### config.mk
export PLATFORM = sky130hd
export DESIGN_NAME = traffic_timer_frontend
export DESIGN_NICKNAME = d
export VERILOG_FILES = /design/src/rtl/traffic_pkg.sv /design/src/rtl/traffic_timer_frontend_debounce.sv /design/src/rtl/traffic_timer_frontend.sv
export SDC_FILE = /design/constraint.sdc
export NUM_CORES = 1
export LEC_CHECK = 0
export ABC_AREA = 1
export BUFFER_PORTS_ARGS = -buffer_cell sky130_fd_sc_hd__buf_2
export CAP_MARGIN = 20
export CORE_UTILIZATION = 58
export DETAILED_ROUTE_END_ITERATION = 16
export PLACE_DENSITY = 0.79
export SYNTH_ARGS = -nofsm -noshare
export SYNTH_HDL_FRONTEND = slang
export SYNTH_HIERARCHICAL = 1
export SYNTH_SLANG_ARGS = --single-unit
### constraint.sdc
create_clock -name clk -period 1.6 [get_ports clk]
set_input_delay 0.24 -clock clk [delete_from_list [all_inputs] [get_ports clk]]
set_output_delay 0.24 -clock clk [all_outputs]
set_load 0.05 [all_outputs]
### src/rtl/traffic_pkg.sv
// Shared constants for the traffic-light controller and its timer/sensor front end.
package traffic_pkg;

    typedef enum logic [2:0] {
        S0 = 3'd0,
        S1 = 3'd1,
        S2 = 3'd2,
        S3 = 3'd3,
        S4 = 3'd4,
        S5 = 3'd5
    } ctrl_state_t;

    localparam int CNT_W_DEF       = 8;
    localparam int SHORT_TICKS_DEF = 5;
    localparam int LONG_TICKS_DEF  = 25;

    localparam logic CFG_SEL_SHORT = 1'b0;
    localparam logic CFG_SEL_LONG  = 1'b1;

endpackage

### src/rtl/traffic_timer_frontend_debounce.sv
// Two-flop synchroniser plus debounce counter for one asynchronous sensor line.
module sensor_debounce #(
    parameter int DB_CYCLES = 4
) (
    input  logic clk,
    input  logic reset,
    input  logic raw,
    output logic clean
);

    localparam int DW = (DB_CYCLES > 1) ? $clog2(DB_CYCLES + 1) : 1;
    localparam logic [DW-1:0] CNT_LAST = DW'(DB_CYCLES - 1);

    logic          r_sync1;
    logic          r_sync2;
    logic [DW-1:0] r_cnt;
    logic          r_clean;

    always_ff @(posedge clk or posedge reset) begin
        if (reset) begin
            r_sync1 <= 1'b0;
            r_sync2 <= 1'b0;
        end else begin
            r_sync1 <= raw;
            r_sync2 <= r_sync1;
        end
    end

    // The output only follows the synced line after it has disagreed for DB_CYCLES edges in a row.
    always_ff @(posedge clk or posedge reset) begin
        if (reset) begin
            r_cnt   <= '0;
            r_clean <= 1'b0;
        end else if (r_sync2 == r_clean) begin
            r_cnt <= '0;
        end else if (r_cnt == CNT_LAST) begin
            r_cnt   <= '0;
            r_clean <= ~r_clean;
        end else begin
            r_cnt <= r_cnt + 1'b1;
        end
    end

    assign clean = r_clean;

endmodule

### src/rtl/traffic_timer_frontend.sv
// Interval timer producing TS/TL for the traffic controller, plus debounced C/N/P sensor inputs.
module traffic_timer_frontend
    import traffic_pkg::*;
#(
    parameter int CLK_PER_TICK = 1000,
    parameter int SHORT_TICKS  = SHORT_TICKS_DEF,
    parameter int LONG_TICKS   = LONG_TICKS_DEF,
    parameter int CNT_W        = CNT_W_DEF,
    parameter int DB_CYCLES    = 4
) (
    input  logic             clk,
    input  logic             reset,
    input  logic             st,
    input  logic             cfg_we,
    input  logic             cfg_sel,
    input  logic [CNT_W-1:0] cfg_data,
    input  logic             c_raw,
    input  logic             n_raw,
    input  logic             p_raw,
    output logic             ts,
    output logic             tl,
    output logic             c,
    output logic             n,
    output logic             p,
    output logic [CNT_W-1:0] tick_cnt
);

    localparam int PW = (CLK_PER_TICK > 1) ? $clog2(CLK_PER_TICK) : 1;
    localparam logic [PW-1:0]    PRESC_LAST = PW'(CLK_PER_TICK - 1);
    localparam logic [CNT_W-1:0] CNT_MAX    = '1;
    localparam logic [CNT_W-1:0] LIM_MIN    = {{(CNT_W-1){1'b0}}, 1'b1};

    logic [PW-1:0]    r_presc;
    logic [CNT_W-1:0] r_tick_cnt;
    logic [CNT_W-1:0] r_short_lim;
    logic [CNT_W-1:0] r_long_lim;
    logic             w_tick;
    logic [CNT_W-1:0] w_cfg_val;

    assign w_tick = (r_presc == PRESC_LAST);

    // Restart wins over a coincident tick; the tick count saturates instead of wrapping.
    always_ff @(posedge clk or posedge reset) begin
        if (reset) begin
            r_presc    <= '0;
            r_tick_cnt <= '0;
        end else if (st) begin
            r_presc    <= '0;
            r_tick_cnt <= '0;
        end else begin
            if (w_tick) begin
                r_presc <= '0;
            end else begin
                r_presc <= r_presc + 1'b1;
            end
            if (w_tick && (r_tick_cnt != CNT_MAX)) begin
                r_tick_cnt <= r_tick_cnt + 1'b1;
            end
        end
    end

    // A zero limit would make the interval expire during restart, so it is clamped to one tick.
    assign w_cfg_val = (cfg_data == '0) ? LIM_MIN : cfg_data;

    always_ff @(posedge clk or posedge reset) begin
        if (reset) begin
            r_short_lim <= CNT_W'(SHORT_TICKS);
            r_long_lim  <= CNT_W'(LONG_TICKS);
        end else if (cfg_we) begin
            if (cfg_sel == CFG_SEL_LONG) begin
                r_long_lim <= w_cfg_val;
            end else begin
                r_short_lim <= w_cfg_val;
            end
        end
    end

    assign ts       = (r_tick_cnt >= r_short_lim);
    assign tl       = (r_tick_cnt >= r_long_lim);
    assign tick_cnt = r_tick_cnt;

    sensor_debounce #(.DB_CYCLES(DB_CYCLES)) u_db_c (
        .clk   (clk),
        .reset (reset),
        .raw   (c_raw),
        .clean (c)
    );

    sensor_debounce #(.DB_CYCLES(DB_CYCLES)) u_db_n (
        .clk   (clk),
        .reset (reset),
        .raw   (n_raw),
        .clean (n)
    );

    sensor_debounce #(.DB_CYCLES(DB_CYCLES)) u_db_p (
        .clk   (clk),
        .reset (reset),
        .raw   (p_raw),
        .clean (p)
    );

endmodule

# == Yosys cells after proc, flatten, opt, wreduce, memory -nomap -nowiden ==
# Index checks and enable logic that the tools add are counted.
# W data, S select, Z words.
# totals
reg_bits,52
latch_bits,0
ramBits,0
romBits,0
inputBits,16
elab_cells,57
mem_count,0
# op_classes
addsub,5
mul,0
div,0
magnitude_cmp,2
n_eq_ne,8
shifts,0
mux,11
bitwise_logic,7
n_reduce_logical,8
# op_table
op,count
$mux W8,3
$mux W10,2
$mux W3,6
$ge A8 B8 Y1,2
$add A10 B1 Y10 const B,1
$eq A10 B10 Y1 const B,1
$reduce_and A2 Y1,5
$add A3 B1 Y3 const B,3
$eq A3 B2 Y1 const B,3
$add A8 B1 Y8 const B,1
$logic_not A8 Y1,1
$ne A8 B8 Y1 const B,1
$not A1 Y1,7
$eq A1 B1 Y1,3
$reduce_bool A2 Y1,1
$logic_and A1 B1 Y1,1

# == Longest topological paths before layout ==
# logic_depth
depth_word,4
depth_mapped,9
ltp_nobuf,8

# == By module ==
# The synthesis kept the hierarchy.
# modules_own_cells
mod,instances,cells_each,area_per_inst_um2,seq_area_each_um2
traffic_timer_frontend,1,269,2074.5,857.1
sensor_debounce,3,26,242.7,150.1

# == Worst setup path before layout ==
# OpenSTA, ideal clock, no wires.
# synth_timing
path_type,register -> output
startpoint,register r_tick_cnt[0] (netlist: tick_cnt[0])
endpoint,output port tl
arrival_ns,1.871
path_slack_ns,-0.511
path_stages_with_launch,9
path_buffers,0
cell_sequence,dfrtp_1 > inv_1 > ha_1 > inv_1 > a21boi_0 > nor2_1 > o21ai_0 > nand2_1 > nand2_1
# synth_via
elab_chain_cells,1
# synth_rtl
item,line,text
from (decl),traffic_timer_frontend.sv:34,logic [CNT_W-1:0] r_tick_cnt;
from (signal assigned),traffic_timer_frontend.sv:57,r_tick_cnt <= r_tick_cnt + 1'b1;
$ge A8 B8 Y1,traffic_timer_frontend.sv:79,assign tl = (r_tick_cnt >= r_long_lim);
to (decl),traffic_timer_frontend.sv:21,"output logic tl,"
# Every way passes these cells.

# == Worst setup path after layout ==
# layout_timing
startpoint,register r_tick_cnt[1] (netlist: tick_cnt[1])
endpoint,output port ts
# layout_via
elab_chain_cells,1
# layout_rtl
item,line,text
$ge A8 B8 Y1,traffic_timer_frontend.sv:78,assign ts = (r_tick_cnt >= r_short_lim);
to (decl),traffic_timer_frontend.sv:20,"output logic ts,"
# Every way passes these cells.

==> key figures <==
Synthesis
  • Mapped Nets: 384
  • Synth warn: 6
  • Yosys cell types: 23
  • Mapped cell area: 0.002803 mm²
  • Cells after Synth: 347
  • Seq cells post-synth: 52
  • Sequential-to-total area share from yosys stat: 0.4665
  • Mean area per synthesized cell: 8.077 µm²

Floorplan
  • Die width: 71.52 µm
  • I/O pin count: 29
  • Initial Utilization: 0.6222
  • DIE AREA: 0.005114 mm²
  • Placeable Area: 0.004504 mm²
  • Row count: 24
  • Die height: 71.52 µm

Status
  • Status: finished with violations
  • Failing checks: setup timing

Finish
  • Design area: 0.003374 mm²
  • Final net count: 432
  • Layout cells sized above 1: 0.2652
  • Layout area overhead: 20.40%
  • Final core utilization: 0.7492
  • # diodes: 0
  • Final non-filler cell total: 448

Global route
  • First-pass GRT wire length: 9798 µm
  • Global route overflow: 0
  • Vias in the first global route: 2,267
  • Initial antenna violation count: 0
  • GRT Overall Usage: 0.2515
  • Largest net degree at the start of global routing: 35

Run
  • Max-Cap Viols: 0

Drt
  • Drt wl/cell: 13.17 µm
  • DR iter-0 viols: 115
  • First-pass iteration count of the detailed router: 4
  • Remaining antenna violation count: 0
  • Vias/cell: 5.237
  • Remaining DRCs: 0
  • Routed vias: 2,346
  • Drt total wl: 5899 µm

Placement
  • PortBufs: 28
  • Placed cell count: 435
  • Placed Area: 0.003094 mm²
  • Pre-CTS WS: -100.5 ps
  • Gp weighted congestion: 0.8033
  • Final HPWL DP: 3921 µm

STA
  • Min setup slack post-route: -367.2 ps
  • Final setup viols: 5
  • Fmax: 508.3 MHz
  • Layout Skew: 17.49 ps
  • Final count of pins violating max slew: 0
  • Slew headroom: 0.6998
  • Final period util: 1.229
  • Worst Tran Pin Value: 450.2 ps
  • Tmin final: 1967 ps
  • Endpoints failing hold: 0
  • RSZ-0062 raised after global routing: true

Worst setup path
  • Startpoint types: register
  • R2R Setup Slk: -10 ps
  • WP data required: 1360 ps
  • Crit Path Class: reg -> out
  • Critical Path End Type: output port
  • WP data arrival: 1730 ps
  • Worst Path Max Fanout: 3

Clocking
  • Htree depth: 2
  • Root Driver: clkbuf_8
  • CTS sink cnt: 52
  • Clock Tree Buf Depth: 2
  • Reg clk slew, reported paths: 90 ps
  • CTS tree: done
  • Clk_lat worst skew: 320 ps
  • Total CTS buffers: 5

Pwr
  • Lkg Pwr: 1.751 nW
  • Overall Power: 3.334 mW
  • Pwr dens: 988.0 mW/mm²
  • Worst VDD drop: 0.6841 mV

Min path
  • Hold Path Class: in -> reg
## power breakdown
part	leakage [nW]	internal [mW]	total (mW)	switching, mW
sequential	0.652	1.50	1.60	0.103
combinational	1.06	0.344	0.947	0.603
clock	0.0445	0.352	0.788	0.435
total	1.75	2.19	3.33	1.14
## cell families after synthesis
group,count (synthesis),synth area share
buffers and inverters,65,0.09330
adder cells (fa/ha/maj),21,0.09375
AND/OR/NAND/NOR,169,0.2634
flip-flops,52,0.4665
AO/OA/AOI/OAI,40,0.08303
## worst max-delay path, cell delays in order (launching register included)
cell,delay (ps)
dfrtp_2,460
ha_4,270
a21boi_2,140
nor2_1,60
o21ai_1,160
nand2_1,110
nand2_4,80
buf_8,140
## Yosys cell counts (all sizes together)
master,number,area [µm²]
ha,21,262.8
a21oi,9,45.04
nor2,45,176.4
inv,62,232.7
dfstp,5,131.4
a21boi,2,15.01
dfrtp,47,1176
buf,2,25.02
nand2,99,421.7
o21bai,2,15.01
clkbuf,1,3.750
nor3,9,45.04
nand3,11,55.05
nor3b,2,15.01
o21ai,27,157.6
nand4,3,25.02
## layout by cell type, fill, tap and decap left out, drive strengths merged
cell type	n
nor3b	2
nor3	9
buf	42
clkinvlp	1
clkbuf	7
nand3	11
o21bai	2
nand4	3
ha	21
nor2	45
dfstp	5
o21ai	27
inv	62
nand2	100
dfrtp	47
a21oi	9
a21boi	2
dlygate4sd3	1
## layer usage
metal	part of all wire	GRT usage	wire (µm)
met4	0.027	0.1373	161
met5	0	0	0
met1	0.45	0.3065	2633
met3	0.034	0.05345	200
met2	0.49	0.4201	2903
## registers in the layout, indices dropped and copies added, names as in the netlist
name / count
u_db_p/r_cnt: 3
u_db_p/r_sync1: 1
r_presc: 10
u_db_c/r_sync1: 1
r_long_lim: 8
u_db_c/r_cnt: 3
u_db_n/r_cnt: 3
u_db_c/r_sync2: 1
u_db_n/r_sync2: 1
u_db_p/clean: 1
tick_cnt: 8
u_db_p/r_sync2: 1
r_short_lim: 8
u_db_n/r_sync1: 1
u_db_n/clean: 1
u_db_c/clean: 1
## per-stage QoR
stage / TNS, ps / hold slack, ps
floorplan: -106.3 / 30.96
global placement: -105.1 / 190.9
detailed placement: -181.0 / 195.2
CTS: -677.3 / 25.36
global route: -1433 / 16.24
finish: -736.6 / 32.44
## layout make-up
class	count	area, µm²
clock inverter	1	7.507
sequential	52	1315
clock buffer	7	86.33
tap	52	65.06
fill	344	1130
timing repair buffer	43	279.0
inverter	62	232.7
multi-input combinational	231	1389
## path summary, 6_finish.rpt
kind	start	end	depth (start not counted)
worst max-delay path	tick_cnt[1]	ts	7
worst min-delay path	p_raw	u_db_p/r_sync1	1
worst max register to register	tick_cnt[1]	tick_cnt[4]	9
worst min register to register	u_db_n/r_sync1	u_db_n/r_sync2	0
max in group asynchronous	reset	r_short_lim[2]	4
min in group asynchronous	reset	u_db_n/r_sync1	3
## repair_timing
| action | in CTS | in global routing |
|---|---|---|
| cloned | 0 | 1 |
| hold endpoints to repair | 18 | 0 |
| setup endpoints to repair | 2 | 10 |
| hold buffers | 1 | 0 |
| resized for setup | 11 | 15 |
| pin swaps | 7 | 8 |
| buffers inserted | 1 | 2 |
No activity file was read; power rests on OpenSTA's default activity.
